==> config.mk <==
export PLATFORM = sky130hd
export DESIGN_NAME = sw_host_loader_flat
export DESIGN_NICKNAME = d
export VERILOG_FILES = /design/src/rtl/sw_host_loader_if.sv /design/src/rtl/sw_host_loader.sv /design/src/flat_wrapper.sv
export SDC_FILE = /design/constraint.sdc
export NUM_CORES = 1
export LEC_CHECK = 0
export CAP_MARGIN = 20
export CORE_MARGIN = 4
export CORE_UTILIZATION = 30
export CTS_BUF_LIST = sky130_fd_sc_hd__clkbuf_16
export CTS_CLUSTER_SIZE = 14
export DETAILED_ROUTE_END_ITERATION = 10
export MAX_ROUTING_LAYER = met4
export PLACE_DENSITY = 0.47
export RECOVER_POWER = 100
export SLEW_MARGIN = 20
export SYNTH_ARGS = -nofsm -noshare
export SYNTH_HDL_FRONTEND = slang
export SYNTH_SLANG_ARGS = --single-unit
==> constraint.sdc <==
create_clock -name clk -period 5.5 [get_ports clk]
set_input_delay 1.1 -clock clk [delete_from_list [all_inputs] [get_ports clk]]
set_output_delay 1.1 -clock clk [all_outputs]
set_load 0.05 [all_outputs]
==> src/rtl/sw_host_loader_if.sv <==
// Host-side push bus of sw_host_loader: the T word stream and the S chunk stream,
// each with its own valid/ready handshake.
interface sw_host_loader_if #(
    parameter int PE_NUM = 16,
    parameter int PE_LOG = 4
);
    logic [17:0]         i_t_wdata;
    logic                i_t_wvalid;
    logic                o_t_wready;
    logic [2*PE_NUM-1:0] i_s_wdata;
    logic [PE_LOG:0]     i_s_wcount;
    logic                i_s_wlast;
    logic                i_s_wvalid;
    logic                o_s_wready;

    modport master (
        output i_t_wdata, i_t_wvalid, i_s_wdata, i_s_wcount, i_s_wlast, i_s_wvalid,
        input  o_t_wready, o_s_wready
    );
    modport slave (
        input  i_t_wdata, i_t_wvalid, i_s_wdata, i_s_wcount, i_s_wlast, i_s_wvalid,
        output o_t_wready, o_s_wready
    );
endinterface

==> src/rtl/sw_host_loader.sv <==
// Buffers host T words and S chunks, then sequences them into the alignment core.
// Optional SW_LOADER_TIMEOUT_EN adds a 50000-cycle watchdog on the two wait states.
module sw_host_loader #(
    parameter int PE_NUM  = 16,
    parameter int PE_LOG  = 4,
    parameter int RES_W   = 16,
    parameter int T_DEPTH = 16,
    parameter int S_DEPTH = 8
) (
    input  logic                clk,
    input  logic                rst,
    sw_host_loader_if.slave     host,
    input  logic [23:0]         i_param,
    input  logic                i_go,
    output logic                o_set_t,
    output logic [17:0]         o_t,
    output logic                o_start_cal,
    output logic                o_param_valid,
    output logic [23:0]         o_param,
    input  logic                i_busy,
    input  logic                i_request_s,
    output logic [2*PE_NUM-1:0] o_s,
    output logic [PE_LOG:0]     o_s_valid,
    input  logic                i_valid,
    input  logic [RES_W-1:0]    i_result,
    output logic [RES_W-1:0]    o_result,
    output logic                o_result_valid,
    output logic                o_idle,
    output logic                o_err,
    output logic                o_timeout
);
    localparam int TA = $clog2(T_DEPTH);
    localparam int SA = $clog2(S_DEPTH);
    localparam int SW = 2*PE_NUM + PE_LOG + 2;

    typedef enum logic [2:0] {IDLE, SEND_T, WAIT_BUSY, START, STREAM_S, WAIT_RES} state_t;
    state_t state_q, state_d;

    logic [17:0]   t_mem [T_DEPTH];
    logic [TA-1:0] t_wp_q, t_rp_q;
    logic [TA:0]   t_cnt_q, term_cnt_q;
    logic          t_push, t_pop, t_head_term, t_in_term;
    logic [17:0]   t_head;

    logic [SW-1:0] s_mem [S_DEPTH];
    logic [SA-1:0] s_wp_q, s_rp_q;
    logic [SA:0]   s_cnt_q;
    logic          s_push, s_pop, s_bypass, s_empty;
    logic [SW-1:0] sel_word;

    logic [17:0]         o_t_q;
    logic                set_t_q, first_q, pend_q, pend_d, serve, err_set, err_q;
    logic [23:0]         param_q;
    logic [2*PE_NUM-1:0] o_s_q;
    logic [PE_LOG:0]     o_s_valid_q;
    logic [RES_W-1:0]    result_q;
    logic                result_valid_q, tmo_hit;

    assign host.o_t_wready = (t_cnt_q != (TA+1)'(T_DEPTH));
    assign host.o_s_wready = (s_cnt_q != (SA+1)'(S_DEPTH));
    assign t_push      = host.i_t_wvalid && host.o_t_wready;
    assign t_head      = t_mem[t_rp_q];
    assign t_head_term = |t_head[16:14];
    assign t_in_term   = |host.i_t_wdata[16:14];
    // A chunk handed straight to a pending request never enters the FIFO.
    assign s_push   = host.i_s_wvalid && host.o_s_wready && !s_bypass;
    assign s_empty  = (s_cnt_q == '0);
    assign sel_word = s_empty ? {host.i_s_wdata, host.i_s_wcount, host.i_s_wlast} : s_mem[s_rp_q];

    always_ff @(posedge clk) begin
        if (t_push) t_mem[t_wp_q] <= host.i_t_wdata;
        if (s_push) s_mem[s_wp_q] <= {host.i_s_wdata, host.i_s_wcount, host.i_s_wlast};
    end

    always_ff @(posedge clk or posedge rst) begin
        if (rst) begin
            t_wp_q <= '0; t_rp_q <= '0; t_cnt_q <= '0; term_cnt_q <= '0;
            s_wp_q <= '0; s_rp_q <= '0; s_cnt_q <= '0;
        end else begin
            if (t_push) t_wp_q <= t_wp_q + TA'(1);
            if (t_pop)  t_rp_q <= t_rp_q + TA'(1);
            t_cnt_q    <= t_cnt_q + (TA+1)'(t_push) - (TA+1)'(t_pop);
            term_cnt_q <= term_cnt_q + (TA+1)'(t_push && t_in_term) - (TA+1)'(t_pop && t_head_term);
            if (s_push) s_wp_q <= s_wp_q + SA'(1);
            if (s_pop)  s_rp_q <= s_rp_q + SA'(1);
            s_cnt_q <= s_cnt_q + (SA+1)'(s_push) - (SA+1)'(s_pop);
        end
    end

    always_ff @(posedge clk or posedge rst) begin
        if (rst) state_q <= IDLE;
        else     state_q <= state_d;
    end

    always_comb begin
        state_d  = state_q;
        t_pop    = 1'b0;
        s_pop    = 1'b0;
        s_bypass = 1'b0;
        serve    = 1'b0;
        pend_d   = pend_q;
        err_set  = 1'b0;
        case (state_q)
            IDLE:      if (i_go && term_cnt_q != '0) state_d = SEND_T;
            SEND_T: begin
                t_pop = 1'b1;
                if (t_head_term) state_d = WAIT_BUSY;
            end
            WAIT_BUSY: if (!i_busy) state_d = START;
            START:     state_d = STREAM_S;
            STREAM_S: begin
                if (i_request_s || pend_q) begin
                    if (!s_empty) begin
                        serve = 1'b1;
                        s_pop = 1'b1;
                    end else if (host.i_s_wvalid) begin
                        serve    = 1'b1;
                        s_bypass = 1'b1;
                    end
                    if (serve) begin
                        pend_d = pend_q && i_request_s;
                        if (sel_word[0]) state_d = WAIT_RES;
                    end else begin
                        pend_d  = 1'b1;
                        err_set = pend_q && i_request_s;
                    end
                end
            end
            WAIT_RES:  if (i_valid) state_d = IDLE;
            default:   state_d = IDLE;
        endcase
        if (i_request_s && state_q != STREAM_S) err_set = 1'b1;
        if (i_valid && state_q != WAIT_RES)     err_set = 1'b1;
        if (tmo_hit)                             state_d = IDLE;
        if (state_d != STREAM_S)                 pend_d  = 1'b0;
    end

    always_ff @(posedge clk or posedge rst) begin
        if (rst) begin
            o_t_q <= '0; set_t_q <= 1'b0; first_q <= 1'b0; pend_q <= 1'b0;
            param_q <= '0; o_s_q <= '0; o_s_valid_q <= '0;
            result_q <= '0; result_valid_q <= 1'b0; err_q <= 1'b0;
        end else begin
            pend_q  <= pend_d;
            first_q <= (state_q == IDLE);
            o_t_q   <= t_pop ? t_head : 18'd0;
            set_t_q <= t_pop && first_q;
            if (state_q == IDLE && state_d == SEND_T) param_q <= i_param;
            o_s_q       <= serve ? sel_word[SW-1 -: 2*PE_NUM] : '0;
            o_s_valid_q <= serve ? sel_word[PE_LOG+1:1] : '0;
            if (state_q == WAIT_RES && i_valid) result_q <= i_result;
            result_valid_q <= (state_q == WAIT_RES) && i_valid;
            err_q <= err_q || err_set;
        end
    end

`ifdef SW_LOADER_TIMEOUT_EN
    logic [15:0] tmo_cnt_q;
    logic        tmo_q;
    assign tmo_hit = (tmo_cnt_q == 16'd50000);
    always_ff @(posedge clk or posedge rst) begin
        if (rst) begin
            tmo_cnt_q <= '0;
            tmo_q     <= 1'b0;
        end else begin
            if ((state_q == WAIT_BUSY || state_q == WAIT_RES) && !tmo_hit) tmo_cnt_q <= tmo_cnt_q + 16'd1;
            else                                                            tmo_cnt_q <= '0;
            if (tmo_hit) tmo_q <= 1'b1;
        end
    end
    assign o_timeout = tmo_q;
`else
    assign tmo_hit   = 1'b0;
    assign o_timeout = 1'b0;
`endif

    assign o_t            = o_t_q;
    assign o_set_t        = set_t_q;
    assign o_start_cal    = (state_q == START);
    assign o_param_valid  = (state_q == START);
    assign o_param        = (state_q == START) ? param_q : 24'd0;
    assign o_s            = o_s_q;
    assign o_s_valid      = o_s_valid_q;
    assign o_result       = result_q;
    assign o_result_valid = result_valid_q;
    assign o_idle         = (state_q == IDLE);
    assign o_err          = err_q;
endmodule

==> src/flat_wrapper.sv <==
// flat-port wrapper written by rule: the top's interface ports become plain ports
module sw_host_loader_flat 
#(
    parameter int PE_NUM  = 16,
    parameter int PE_LOG  = 4,
    parameter int RES_W   = 16,
    parameter int T_DEPTH = 16,
    parameter int S_DEPTH = 8
)
  (clk, rst, i_param, i_go, o_set_t, o_t, o_start_cal, o_param_valid, o_param, i_busy, i_request_s, o_s, o_s_valid, i_valid, i_result, o_result, o_result_valid, o_idle, o_err, o_timeout, host_i_t_wdata, host_i_t_wvalid, host_i_s_wdata, host_i_s_wcount, host_i_s_wlast, host_i_s_wvalid, host_o_t_wready, host_o_s_wready);
  sw_host_loader_if #(.PE_NUM(PE_NUM), .PE_LOG(PE_LOG)) host_i ();
  input  logic clk;
  input  logic rst;
  input  logic [23:0] i_param;
  input  logic i_go;
  output logic o_set_t;
  output logic [17:0] o_t;
  output logic o_start_cal;
  output logic o_param_valid;
  output logic [23:0] o_param;
  input  logic i_busy;
  input  logic i_request_s;
  output logic [2*PE_NUM-1:0] o_s;
  output logic [PE_LOG:0] o_s_valid;
  input  logic i_valid;
  input  logic [RES_W-1:0] i_result;
  output logic [RES_W-1:0] o_result;
  output logic o_result_valid;
  output logic o_idle;
  output logic o_err;
  output logic o_timeout;
  input wire logic [$bits(host_i.i_t_wdata)-1:0] host_i_t_wdata;
  input wire logic [$bits(host_i.i_t_wvalid)-1:0] host_i_t_wvalid;
  input wire logic [$bits(host_i.i_s_wdata)-1:0] host_i_s_wdata;
  input wire logic [$bits(host_i.i_s_wcount)-1:0] host_i_s_wcount;
  input wire logic [$bits(host_i.i_s_wlast)-1:0] host_i_s_wlast;
  input wire logic [$bits(host_i.i_s_wvalid)-1:0] host_i_s_wvalid;
  output wire logic [$bits(host_i.o_t_wready)-1:0] host_o_t_wready;
  output wire logic [$bits(host_i.o_s_wready)-1:0] host_o_s_wready;
  assign host_i.i_t_wdata = host_i_t_wdata;
  assign host_i.i_t_wvalid = host_i_t_wvalid;
  assign host_i.i_s_wdata = host_i_s_wdata;
  assign host_i.i_s_wcount = host_i_s_wcount;
  assign host_i.i_s_wlast = host_i_s_wlast;
  assign host_i.i_s_wvalid = host_i_s_wvalid;
  assign host_o_t_wready = host_i.o_t_wready;
  assign host_o_s_wready = host_i.o_s_wready;
  sw_host_loader #(.PE_NUM(PE_NUM), .PE_LOG(PE_LOG), .RES_W(RES_W), .T_DEPTH(T_DEPTH), .S_DEPTH(S_DEPTH)) u_core (.clk(clk), .rst(rst), .host(host_i), .i_param(i_param), .i_go(i_go), .o_set_t(o_set_t), .o_t(o_t), .o_start_cal(o_start_cal), .o_param_valid(o_param_valid), .o_param(o_param), .i_busy(i_busy), .i_request_s(i_request_s), .o_s(o_s), .o_s_valid(o_s_valid), .i_valid(i_valid), .i_result(i_result), .o_result(o_result), .o_result_valid(o_result_valid), .o_idle(o_idle), .o_err(o_err), .o_timeout(o_timeout));
endmodule
==> out/qor.txt, run 1 <==
CTS Hold Bufs - 0
WS Path Type - input port to register
Hold Path Class - register to register
Die extent in x - 312.7 um
Top FF cell, synth - edfxtp_1
Synth Cell Area - 27850 um2
Post_cts resized - 0
Synth Instances - 1382
Setup Buffers After CTS - 0
Critical Path End Type - register
Max-cap violations - 14
Fin crit period - 4.323 ns
Vias in the first global route - 14.53k
Initial antenna violation count - 8
Highest Clock Rate - 231.3 MHz
Via count - 13.61k
CP Max Fanout - 22
Met2 Wirelength - 33580 um
Crit start category - input port
Max Used Layer - met4
Layout cells sized above 1 - 19.84%
Finish-stage setup viols - 0
DRT Pass-1 Iters - 6
Synthesized flop and latch total - 723
Initial Util - 30.29%
Hold path depth - 2
Sequential-to-total area share from yosys stat - 75.61%
RSZ-0062 raised after global routing - no
Worst EP required - 5.81 ns
Synthesis-to-layout area growth - 22.39%
IO buf count - 206
Final Wtd Congestion - 0.7313
Cell leakage power - 0.01179 uW
CTS tree - yes
DRC viols - 0
DR vias/cell - 4.603
H-tree depth - 3
DR WL/cell - 22.38 um
Setup TNS - 0 ns
Clk sinks - 723
Reg area - 21070 um2
Relative slew slack - -117.1%
Syn nets - 1514
First-pass GRT wire length - 98600 um
Metal3 WL - 2547 um
Clk root buf - clkbuf_16
Hold_ws - 0.4674 ns
Crit path DAT - 4.63 ns
GRT overflow - 0
Outcome - finished with violations
Clock transition at path regs - 0.06 ns
Yosys cell types - 46
Setup Skew - 0.04111 ns
All-Layer GR Usage - 13.91%
Final cycle utilization of the critical path - 78.59%
Final hold violations - 0
Final Net Count - 1772
Initial drt markers - 820
Post-route met1 wirelength - 28610 um
VDD IR max - 0.0002243 V
Die area - 97760 um2
EDFF count, synth - 592
R2R cell count - 8
Syn avg cell area - 20.15 um2
Final wirelength - 66170 um
Num CTS Buffers - 81
Multi-input logic area - 6397 um2
Clk_lat worst skew - 0.64 ns
Fillers - 8534
Failing checks - max-capacitance violations, max-slew violations
DP HPWL - 40060 um
Synth warnings - 0
Core area - 91940 um2
Pwr/cell area - 514.4 nW/um2
Final Max Slew Viols - 289
Post-route ant nets - 0
# IOs - 208
Maximum number of pins on one net before global-route repair - 80
CTS Buffer Depth - 3
Num rows - 111
Die span in y - 312.7 um
Fraction of registers with async set/reset - 18.12%
Worst-margin pin slew - 3.257 ns
[worst paths after layout]
| kind | startpoint | to | slack (ns) |
|---|---|---|---|
| setup / recovery | i_request_s | u_core.s_mem[4][30]$_DFFE_PP_ | 1.18 |
| hold / removal | u_core.o_result[13]$_DFFE_PP0P_ | u_core.o_result[13]$_DFFE_PP0P_ | 0.47 |
| setup reg to reg | u_core.s_cnt_q[2]$_DFF_PP0_ | u_core.state_q[0]$_DFF_PP0_ | 1.24 |
| hold reg to reg | u_core.o_result[13]$_DFFE_PP0P_ | u_core.o_result[13]$_DFFE_PP0P_ | 0.47 |
| max in group asynchronous | rst | u_core.t_rp_q[1]$_DFFE_PP0N_ | 1.68 |
| min in group asynchronous | rst | u_core.o_s[19]$_DFF_PP0_ | 1.12 |
[Yosys cell counts (all sizes together) (3+ instances only)]
library cell	n	area, um2
xnor2	15	131.4
inv	29	108.9
nand3	8	45.04
and2	41	256.5
nor2b	3	18.77
nand2	75	281.5
nor3	9	45.04
mux4	163	3671
a21oi	42	210.2
xor2	5	43.79
a211oi	21	157.7
a21o	3	22.52
fa	3	60.06
dfrtp	131	3278
a22oi	3	22.52
clkbuf	30	112.6
a31oi	3	18.77
mux2	25	281.5
edfxtp	592	17780
nand4	3	18.77
buf	41	229.0
ha	25	312.8
nand2b	7	43.79
mux2i	38	380.4
nor2	49	183.9
[power by group]
group / switching, uW / internal (uW) / total (uW) / leakage [uW]
sequential: 655 / 6890 / 7540 / 0.00703
clock: 2220 / 2950 / 5180 / 0.00134
combinational: 2670 / 2140 / 4810 / 0.00341
total: 5550 / 12000 / 17500 / 0.0118
[cell usage in the layout (no fill, tap or decap), drive strengths merged, types with 2 or more instances in the layout]
cell type,synthesis,final
nor3,9,9
xor2,5,5
nand2,75,75
mux2i,38,38
clkinv,1,44
mux4,163,163
ha,25,25
a211o,2,2
clkdlybuf4s50,0,43
nor2b,3,3
nand2b,7,7
diode,0,5
clkbuf,30,108
a21oi,42,42
nand3,8,8
fa,3,3
or3b,2,2
a22oi,3,3
dfrtp,131,131
a21o,3,3
xnor2,15,15
a31oi,3,3
a211oi,21,21
inv,29,51
and2,41,41
o21ai,2,2
nor2,49,49
nand4,3,3
bufinv,0,5
edfxtp,592,592
mux2,25,25
dlygate4sd3,0,163
buf,41,13
[cell type report]
class | instances | share of cell area [%]
sequential | 723 | 61.83
timing repair buffer | 246 | 6.792
clock buffer | 81 | 5.948
tap | 1243 | 4.563
antenna | 5 | 0.03671
multi-input combinational | 558 | 18.77
clock inverter | 71 | 1.715
inverter | 30 | 0.3451
[registers in the layout, summed over array words and instances (netlist names), 3 cells and up]
name	count
u_core.t_wp_q	4
u_core.s_mem	304
u_core.t_mem	288
u_core.state_q	3
u_core.s_wp_q	3
u_core.term_cnt_q	5
u_core.param_q	24
u_core.s_rp_q	3
u_core.t_rp_q	4
u_core.o_t	18
u_core.o_s	32
u_core.t_cnt_q	5
u_core.o_result	16
u_core.s_cnt_q	4
u_core.o_s_valid	5
[cell families (layout without fill, tap and decap cells)]
logic type      Yosys count  count (layout)  synth area share [%]
compound gates           83              83                 1.860
xor+xnor                 20              20                0.6291
fa+ha+maj                28              28                 1.339
flops                   723             723                 75.61
simple gates            200             200                 3.352
buf+inv                 101             428                 1.631
other cells               1               6               0.01347
mux                     226             226                 15.56
[critical path: stages]
cell and delay (ns):
dlygate4sd3_1 0.60, nor2_1 0.11, nor3_1 0.11, a41oi_1 0.63
nand2b_1 0.27, nor2_1 1.50, buf_12 0.30
[through the flow]
step / util, % / power (uW) / setup WS, ns / area [um2] / cells
after floorplan: - / 10980 / 0.5108 / 27850 / 1382
after global placement: 34.37 / 12670 / 1.363 / 31600 / 2800
after detailed placement: 34.37 / 12730 / 1.340 / 31600 / 2800
after CTS: 37.21 / 18000 / 1.714 / 34210 / 2952
after global routing: 37.06 / 18480 / 0.7408 / 34070 / 2954
final: 37.07 / 17530 / 1.177 / 34080 / 2957
[metal layers]
metal / global-route usage [%] / vias to the layer above
met2: 22.86 / 268
met1: 18.14 / 7237
li1: - / 6006
met5: - / -
met4: 3.555 / 0
met3: 2.301 / 100
No activity file was read; power rests on OpenSTA's default activity.
==> run 2: changes to the inputs <==
==> constraint.sdc (replaced) <==
create_clock -name clk -period 4.5 [get_ports clk]
set_input_delay 0.9 -clock clk [delete_from_list [all_inputs] [get_ports clk]]
set_output_delay 0.9 -clock clk [all_outputs]
set_load 0.05 [all_outputs]
==> out/qor.txt, run 2 (synthesized netlist as in run 1, its figures left out) <==
Outcome - finished with violations
Failing checks - max-capacitance violations, max-slew violations
CTS tree - yes
# IOs - 208
Worst EP required - 4.76 ns
All-Layer GR Usage - 14.14%
R2R setup slack - 0.62 ns
GRT overflow - 0
CTS Buffer Depth - 3
IO buf count - 206
Initial drt markers - 830
Final Wtd Congestion - 0.7363
Post_cts resized - 0
Highest Clock Rate - 256.3 MHz
Commonest cells after routing, fill and taps aside - 592 x edfxtp_1, 163 x mux4_2, 162 x dlygate4sd3_1
Largest Register - u_core.s_mem
Most frequent CP cell - nor2_1
Layout cells sized above 1 - 20.02%
Reg power frac - 42.0%
Internal power - 15080 uW
First-pass GRT wire length - 99980 um
Clk pwr share - 31.0%
Final wirelength - 67470 um
Final cycle utilization of the critical path - 86.70%
Commonest non-fill, non-tap cell in the layout - edfxtp_1
Clk sinks - 723
Fin crit period - 3.902 ns
Gate power share - 27.0%
Relative slew slack - -39.00%
DRT Pass-1 Iters - 4
Clk root buf - clkbuf_16
Clk_lat worst skew - 0.64 ns
Critical Path End Type - register
VDD IR max - 0.0003094 V
RSZ-0062 raised after global routing - no
CP Max Fanout - 26
Vias in the first global route - 14.87k
Crit start category - input port
DR WL/cell - 22.67 um
Max-cap violations - 9
Pwr/cell area - 637.9 nW/um2
Slowest cell delay on critical path - 1.06 ns
Crit-path cells - dlygate4sd3_1 -> nor2_1 -> nor3_1 -> a41oi_1 -> clkbuf_1 -> nand2_1 -> nor2_1 -> buf_4
Die span in y - 312.7 um
Multi-input logic area - 6371 um2
Worst-margin pin slew - 2.085 ns
Final Util - 37.29%
Final worst slack - 0.5983 ns
Synthesis-to-layout area growth - 23.14%
Clock transition at path regs - 0.06 ns
Setup Buffers After CTS - 0
CP max-delay cell - nor2_1
P_sw - 6796 uW
Post-route ant nets - 0
CTS Hold Bufs - 0
Setup TNS - 0 ns
Num rows - 111
Initial antenna violation count - 19
H-tree depth - 3
Hold_ws - 0.4687 ns
Worst slack at placement - 0.5204 ns
Hold Path Class - register to register
Die extent in x - 312.7 um
Fillers - 8566
Largest register FFs - 304
Sw Share - 31.07%
Final Max Slew Viols - 248
DP HPWL - 39790 um
Final Net Count - 1785
Core area - 91940 um2
WS Path Type - input port to register
Initial Util - 30.29%
Reg area - 21070 um2
Final hold violations - 0
Num CTS Buffers - 82
DRC viols - 0
Setup Skew - 0.03530 ns
Crit path DAT - 4.16 ns
Via count - 13.75k
Maximum number of pins on one net before global-route repair - 74
Cell leakage power - 0.01192 uW
Finish-stage setup viols - 0
DR vias/cell - 4.620
Die area - 97760 um2
run 2: cell count changes in the layout (fill, tap and decap cells not counted), sizes merged:
cell / delta
clkdlybuf4s50: +1
inv: +12
bufinv: +6
clkbuf: +10
clkinvlp: +5
diode: +5
dlygate4sd3: -1
clkinv: -23
buf: +4
run 2: stage by stage:
stage | area, um2 | power (uW) | cells
finish | 34290 | 21870 | 2976
global route | 34280 | 23010 | 2974
CTS | 34510 | 22460 | 2966
detailed placement | 31750 | 15570 | 2812
global placement | 31750 | 15500 | 2812
floorplan | 27860 | 13430 | 1382
run 2: critical path, delay by kind of cell:
kind / cells / cell delay [ns]
compound gates: 1 / 0.31
buf+inv: 3 / 1.46
simple gates: 4 / 1.47
run 2: area by class of cell:
type / count / area share [%]
multi-input cells: 558 / 18.58
clock inverters: 71 / 1.989
well taps: 1243 / 4.536
diodes: 10 / 0.07298
inverters: 30 / 0.3394
clock buffers: 83 / 6.058
flip-flops and latches: 723 / 61.45
repair buffers: 258 / 6.977
run 2: power by group through the flow:
| stage | registers (uW) | logic (uW) | clock network [uW] |
|---|---|---|---|
| final | 9190 | 5910 | 6770 |
| after global routing | 9350 | 6390 | 7270 |
| after CTS | 9240 | 6220 | 6990 |
| after detailed placement | 9360 | 6200 | 0 |
| after global placement | 9330 | 6170 | 0 |
| after floorplan | 9380 | 4040 | 0 |
run 2: worst paths after layout:
path,startpoint,to,cells past startpoint
max,i_request_s,u_core.s_mem[3][12]$_DFFE_PP_,8
min,u_core.o_result[14]$_DFFE_PP0P_,u_core.o_result[14]$_DFFE_PP0P_,2
max reg2reg,u_core.s_cnt_q[2]$_DFF_PP0_,u_core.state_q[0]$_DFF_PP0_,8
min reg2reg,u_core.o_result[14]$_DFFE_PP0P_,u_core.o_result[14]$_DFFE_PP0P_,2
max in group asynchronous,rst,u_core.t_rp_q[0]$_DFFE_PP0N_,2
min in group asynchronous,rst,u_core.param_q[12]$_DFFE_PP0P_,2
run 2: metal layers:
layer	GRT usage (%)	up-vias	wire [um]
met5	-	-	0
met4	3.942	0	1466
met3	2.367	97	2806
met2	23.72	272	34680
met1	17.85	7326	28520
li1	-	6053	-
